### src/rtl/float_mul.sv
`default_nettype none
// +--------------------------------------------------------------------------+
// | float_mul: float32 multiplier, joined A/B valid/ready, valid/ready result |
// | Optional: FLOATMUL_SUBNORMAL_EN enables gradual underflow (default FTZ)   |
// | Revision: 1.0                                                             |
// +--------------------------------------------------------------------------+
module float_mul (
  input  logic        clk,
  input  logic        rst,
  output logic        busy,
  input  logic        a_valid,
  input  logic [31:0] a_data,
  output logic        a_ready,
  input  logic        b_valid,
  input  logic [31:0] b_data,
  output logic        b_ready,
  output logic        o_valid,
  output logic [31:0] o_data,
  input  logic        o_ready
);

  typedef enum logic [1:0] {
    S_IDLE = 2'd0,
    S_MUL  = 2'd1,
    S_RND  = 2'd2,
    S_OUT  = 2'd3
  } state_t;

  state_t             r_state, w_next;
  logic               w_accept;
  logic [31:0]        r_a, r_b, r_out;
  logic               r_sign, r_nan, r_inf, r_zero;
  logic signed [10:0] r_exp;
  logic [47:0]        r_prod;

  assign w_accept = (r_state == S_IDLE) & a_valid & b_valid;
  assign a_ready  = w_accept;
  assign b_ready  = w_accept;
  assign busy     = (r_state != S_IDLE);
  assign o_valid  = (r_state == S_OUT);
  assign o_data   = r_out;

  always_ff @(posedge clk or negedge rst) begin
    if (!rst) r_state <= S_IDLE;
    else      r_state <= w_next;
  end

  always_comb begin
    w_next = r_state;
    case (r_state)
      S_IDLE:  if (w_accept) w_next = S_MUL;
      S_MUL:   w_next = S_RND;
      S_RND:   w_next = S_OUT;
      S_OUT:   if (o_ready) w_next = S_IDLE;
      default: w_next = S_IDLE;
    endcase
  end

  // Operand classification
  logic [7:0]  w_ea, w_eb, w_ea_eff, w_eb_eff;
  logic [22:0] w_fa, w_fb;
  logic [23:0] w_ma, w_mb;
  logic        w_a_nan, w_b_nan, w_a_inf, w_b_inf, w_a_zero, w_b_zero;

  assign w_ea    = r_a[30:23];
  assign w_eb    = r_b[30:23];
  assign w_fa    = r_a[22:0];
  assign w_fb    = r_b[22:0];
  assign w_a_nan = (w_ea == 8'hFF) && (w_fa != 23'd0);
  assign w_b_nan = (w_eb == 8'hFF) && (w_fb != 23'd0);
  assign w_a_inf = (w_ea == 8'hFF) && (w_fa == 23'd0);
  assign w_b_inf = (w_eb == 8'hFF) && (w_fb == 23'd0);
`ifdef FLOATMUL_SUBNORMAL_EN
  assign w_a_zero = (w_ea == 8'd0) && (w_fa == 23'd0);
  assign w_b_zero = (w_eb == 8'd0) && (w_fb == 23'd0);
  assign w_ma     = {(w_ea != 8'd0), w_fa};
  assign w_mb     = {(w_eb != 8'd0), w_fb};
  assign w_ea_eff = (w_ea == 8'd0) ? 8'd1 : w_ea;
  assign w_eb_eff = (w_eb == 8'd0) ? 8'd1 : w_eb;
`else
  assign w_a_zero = (w_ea == 8'd0);
  assign w_b_zero = (w_eb == 8'd0);
  assign w_ma     = {1'b1, w_fa};
  assign w_mb     = {1'b1, w_fb};
  assign w_ea_eff = w_ea;
  assign w_eb_eff = w_eb;
`endif

  // Normalise so the product MSB sits at bit 47; w_en is then the biased exponent
  logic [5:0]         w_lz;
  logic [47:0]        w_pn, w_ps;
  logic signed [10:0] w_en, w_ebase;
  logic               w_lost;

  always_comb begin
    w_lz = 6'd0;
    for (int i = 0; i < 48; i++) begin
      if (r_prod[i]) w_lz = 6'(47 - i);
    end
  end

  assign w_pn = r_prod << w_lz;
  assign w_en = r_exp + 11'sd1 - $signed({5'd0, w_lz});

`ifdef FLOATMUL_SUBNORMAL_EN
  logic        w_tiny;
  logic [10:0] w_rsh_raw;
  logic [5:0]  w_rsh;
  assign w_tiny    = (w_en < 11'sd1);
  assign w_rsh_raw = 11'sd1 - w_en;
  assign w_rsh     = !w_tiny ? 6'd0 : (w_rsh_raw > 11'd48) ? 6'd48 : w_rsh_raw[5:0];
  assign w_ps      = w_pn >> w_rsh;
  assign w_lost    = |(w_pn & ~({48{1'b1}} << w_rsh));
  assign w_ebase   = w_tiny ? 11'sd0 : (w_en - 11'sd1);
`else
  assign w_ps    = w_pn;
  assign w_lost  = 1'b0;
  assign w_ebase = w_en - 11'sd1;
`endif

  // Round to nearest even; the hidden bit and any mantissa carry add into the exponent field
  logic [23:0]        w_mant;
  logic               w_inc, w_of, w_uf;
  logic [24:0]        w_mr;
  logic signed [33:0] w_sum;
  logic [31:0]        w_res;

  assign w_mant = w_ps[47:24];
  assign w_inc  = w_ps[23] & ((|w_ps[22:0]) | w_lost | w_mant[0]);
  assign w_mr   = {1'b0, w_mant} + {24'd0, w_inc};
  assign w_sum  = ($signed({{23{w_ebase[10]}}, w_ebase}) <<< 23) + $signed({9'd0, w_mr});
  assign w_of   = (w_sum >= 34'sd2139095040);
`ifdef FLOATMUL_SUBNORMAL_EN
  assign w_uf   = 1'b0;
`else
  assign w_uf   = (w_sum < 34'sd8388608);
`endif

  always_comb begin
    w_res = {r_sign, w_sum[30:0]};
    if (r_nan)               w_res = 32'h7FC0_0000;
    else if (r_inf || w_of)  w_res = {r_sign, 8'hFF, 23'd0};
    else if (r_zero || w_uf) w_res = {r_sign, 31'd0};
  end

  always_ff @(posedge clk or negedge rst) begin
    if (!rst) begin
      r_a    <= 32'd0;
      r_b    <= 32'd0;
      r_sign <= 1'b0;
      r_nan  <= 1'b0;
      r_inf  <= 1'b0;
      r_zero <= 1'b0;
      r_exp  <= 11'sd0;
      r_prod <= 48'd0;
      r_out  <= 32'd0;
    end else begin
      if (w_accept) begin
        r_a <= a_data;
        r_b <= b_data;
      end
      if (r_state == S_MUL) begin
        r_sign <= r_a[31] ^ r_b[31];
        r_nan  <= w_a_nan | w_b_nan | (w_a_inf & w_b_zero) | (w_b_inf & w_a_zero);
        r_inf  <= w_a_inf | w_b_inf;
        r_zero <= w_a_zero | w_b_zero;
        r_exp  <= $signed({3'd0, w_ea_eff}) + $signed({3'd0, w_eb_eff}) - 11'sd127;
        r_prod <= {24'd0, w_ma} * {24'd0, w_mb};
      end
      if (r_state == S_RND) r_out <= w_res;
    end
  end

endmodule
`default_nettype wire

### config.mk
export PLATFORM = sky130hd
export DESIGN_NAME = float_mul
export DESIGN_NICKNAME = d
export VERILOG_FILES = /design/src/rtl/float_mul.sv
export SDC_FILE = /design/constraint.sdc
export NUM_CORES = 2
export LEC_CHECK = 0
export ABC_AREA = 1
export BUFFER_PORTS_ARGS = -buffer_cell sky130_fd_sc_hd__buf_2
export CAP_MARGIN = 40
export CORE_UTILIZATION = 56
export DETAILED_ROUTE_END_ITERATION = 10
export GPL_ROUTABILITY_DRIVEN = 0
export PLACE_DENSITY = 0.71
export SYNTH_ARGS = -nofsm -noshare
export SYNTH_HDL_FRONTEND = slang
export SYNTH_SLANG_ARGS = --single-unit
### constraint.sdc
create_clock -name clk -period 18.75 [get_ports clk]
set_clock_uncertainty 0.2 [all_clocks]
set_input_delay 2.8125 -clock clk [delete_from_list [all_inputs] [get_ports clk]]
set_output_delay 2.8125 -clock clk [all_outputs]
set_load 0.01 [all_outputs]
==> impl_metrics.ini <==
[min_path]
whs_path_depth = 2
hold_path_class = reg -> reg
holdPathEnd = r_a[13]$_DFFE_PN0P_
hp-start = r_a[13]$_DFFE_PN0P_

[synthesis]
synth-seq-cells = 160
yosysUniqueCellTypes = 58
yosys_warnings = 0
postSynth.asyncResetShare = 1.00
synth_edf_count = 0
ys_seq_area_frac = 0.135
synth.avg_cell_area_sq_um = 7.44
yosys-top-cells-area = fa_1, nand2_1, dfrtp_1, inv_1, ha_1
syn_nets = 4737
netlist_instances = 3981
netlist.area_leader.share = 0.328
synth_largest_area_cell = fa_1
yosys_most_used_dff = dfrtp_1
synth_area_sq_um = 29600

[setup_path]
reg2reg_to = r_prod[47]$_DFFE_PN0N_
slowest_stage = dfrtp_1
required_ns = 18.90
crit_path_start_kind = flip-flop
cp_max_fo = 25
critical_path_class = reg -> reg
slowest_delay_ns = 1.02
worstSetupEndpointType = flip-flop
cp_common_cell = a21oi_1
reg2reg_slack_ns = 9.67
rr_startpoint = r_b[3]$_DFFE_PN0P_
arrival_ns = 9.23
reg2reg_depth = 39

[die]
start_util = 0.571
rows = 83
fp.dieW_microns = 232
io_pins = 105
dieArea_sq_um = 53800
coreArea_sq_um = 51800
dieHeight_microns = 232

[drt]
totalWireLength_mm = 80.8
ant_nets = 0
drt-vias-per-instance = 5.37
route.vias.total = 25000
firstDrtPassIters = 7
drcViolationCount = 0
wl_per_cell_microns = 17.4
drt_iter0_drc = 2159

[sta]
worstMarginPinSlew_ns = 1.02
fin_ws_ns = 9.67
slew_viol_final = 0
setup_viol = 0
max_freq_mhz = 110
maxSlewHeadroom = 0.323
rsz0062_at_grt = no
finalHoldViolCount = 0
min_period_over_period = 0.484
fin_crit_ns = 9.08
tns_ns = 0

[global_route]
gr-total-overflow = 0
grt_use_total = 0.321
grt_antenna_before_repair = 2
grt_max_degree = 76
grt_pass1_wl_mm = 134
grt_pass1_vias = 25500

[clock_tree]
clkLatencyLatePin_ns = 0.50
clk_pin_slew_ns = 0.08
cts_resized = 0
clock-root-buffer = clkbuf_16
numCtsBuffers = 17
ctsLongestPathBuffers = 2
cts_hold_buf = 0
htree_levels = 4
post-cts-setup-buffers = 0
cts_sinks = 160
cts_tree = done

[layout]
drive_gt1_frac = 0.0651
mostFrequentLayoutCell = nand2_1
register_area_sq_um = 4000
most-common-layout-cells = nand2_1, inv_1, fa_1, nand3_1, ha_1
syn2layout_area_growth_pct = 5.80
post-route-util = 0.604
fill_cells = 4792
multiInputGateArea_sq_um = 21300
nets = 4709

[placed_design]
dp_slack_ns = 9.80
port_buffers = 104
dp_hpwl_mm = 61.9

[outcome]
outcome = finished, final reports clean

[run]
maxCapViolCount = 0
## cells in the mapped netlist (4+ instances only)
library cell  number
nand2_1         1156
inv_1            905
fa_1             485
nand3_1          306
ha_1             202
clkbuf_1         178
dfrtp_1          160
nor2_1           123
o21ai_0           88
a21oi_1           65
xor2_1            39
xnor2_1           28
nand4_1           26
nor3_1            19
nand2_2           18
o21ai_1           18
buf_1             16
nor4_1            14
a31oi_1           12
o211ai_1          12
buf_2             11
inv_2             10
o31ai_1            9
nor2_2             8
o21bai_1           8
o22ai_1            8
nand3_2            6
buf_6              4
o21a_1             4
## layer usage
layer / part of all wire / global-route usage / vias to the layer above
li1: - / - / 11800
met1: 0.42 / 0.427 / 12000
met2: 0.46 / 0.520 / 1040
met3: 0.083 / 0.0555 / 225
met4: 0.043 / 0.132 / 0
met5: 0 / 0 / -
## through the flow
stage / instances / hold WS, ns / instance area (sq um)
floorplan: 3981 / 0.248 / 29600
global placement: 4606 / 0.259 / 30600
detailed placement: 4614 / 0.264 / 30700
CTS: 4646 / 0.285 / 31300
global route: 4648 / 0.303 / 31300
finish: 4648 / 0.278 / 31300
## cell families (layout without fill, tap and decap cells)
| family | Yosys count | count (layout) | share of synthesized area |
|---|---|---|---|
| adder cells (fa/ha/maj) | 687 | 687 | 0.413 |
| other | 0 | 2 | 0 |
| AO/OA/AOI/OAI | 242 | 242 | 0.0467 |
| flip-flops | 160 | 160 | 0.135 |
| buffers and inverters | 1131 | 1116 | 0.146 |
| XOR/XNOR | 67 | 67 | 0.0198 |
| AND/OR/NAND/NOR | 1694 | 1694 | 0.239 |
## worst max-delay path by stage
| stage | start | end | slack [ns] |
|---|---|---|---|
| 3_3_place_gp | r_b[0]$_DFFE_PN0P_ | r_prod[47]$_DFFE_PN0N_ | 9.98 |
| 5_1_grt | r_prod[2]$_DFFE_PN0N_ | o_data[4]$_DFFE_PN0P_ | 8.82 |
| 4_1_cts | r_b[3]$_DFFE_PN0P_ | r_prod[46]$_DFFE_PN0N_ | 9.79 |
| 2_1_floorplan | r_a[9]$_DFFE_PN0P_ | r_prod[47]$_DFFE_PN0N_ | 10.73 |
| 3_5_place_dp | r_b[3]$_DFFE_PN0P_ | r_prod[46]$_DFFE_PN0N_ | 9.80 |
| 6_report | r_b[3]$_DFFE_PN0P_ | r_prod[47]$_DFFE_PN0N_ | 9.67 |
## state kept, by name, summed over array words and instances (netlist names)
register  count
r_zero        1
r_state       2
r_prod       48
r_exp        10
r_inf         1
r_b          32
r_sign        1
o_data       32
r_nan         1
r_a          32
## worst max-delay path, delay by kind of cell, from the launching register on
family,cells,cell delay [ns]
XOR/XNOR,1,0.18
flip-flops,1,1.02
buffers and inverters,5,0.32
AND/OR/NAND/NOR,10,0.91
AO/OA/AOI/OAI,15,2.83
adder cells (fa/ha/maj),8,3.47
## layout make-up
class | instances | share of cell area
flip-flops and latches | 160 | 0.128
clock buffers | 17 | 0.0136
multi-input cells | 2690 | 0.681
inverters | 918 | 0.110
repair buffers | 166 | 0.0359
diodes | 2 | 0.000160
clock inverters | 15 | 0.00479
well taps | 680 | 0.0272
Power is left out: the tool's default activity adds up to more than one toggle a clock period on the data nets, which glitch-free logic cannot reach.
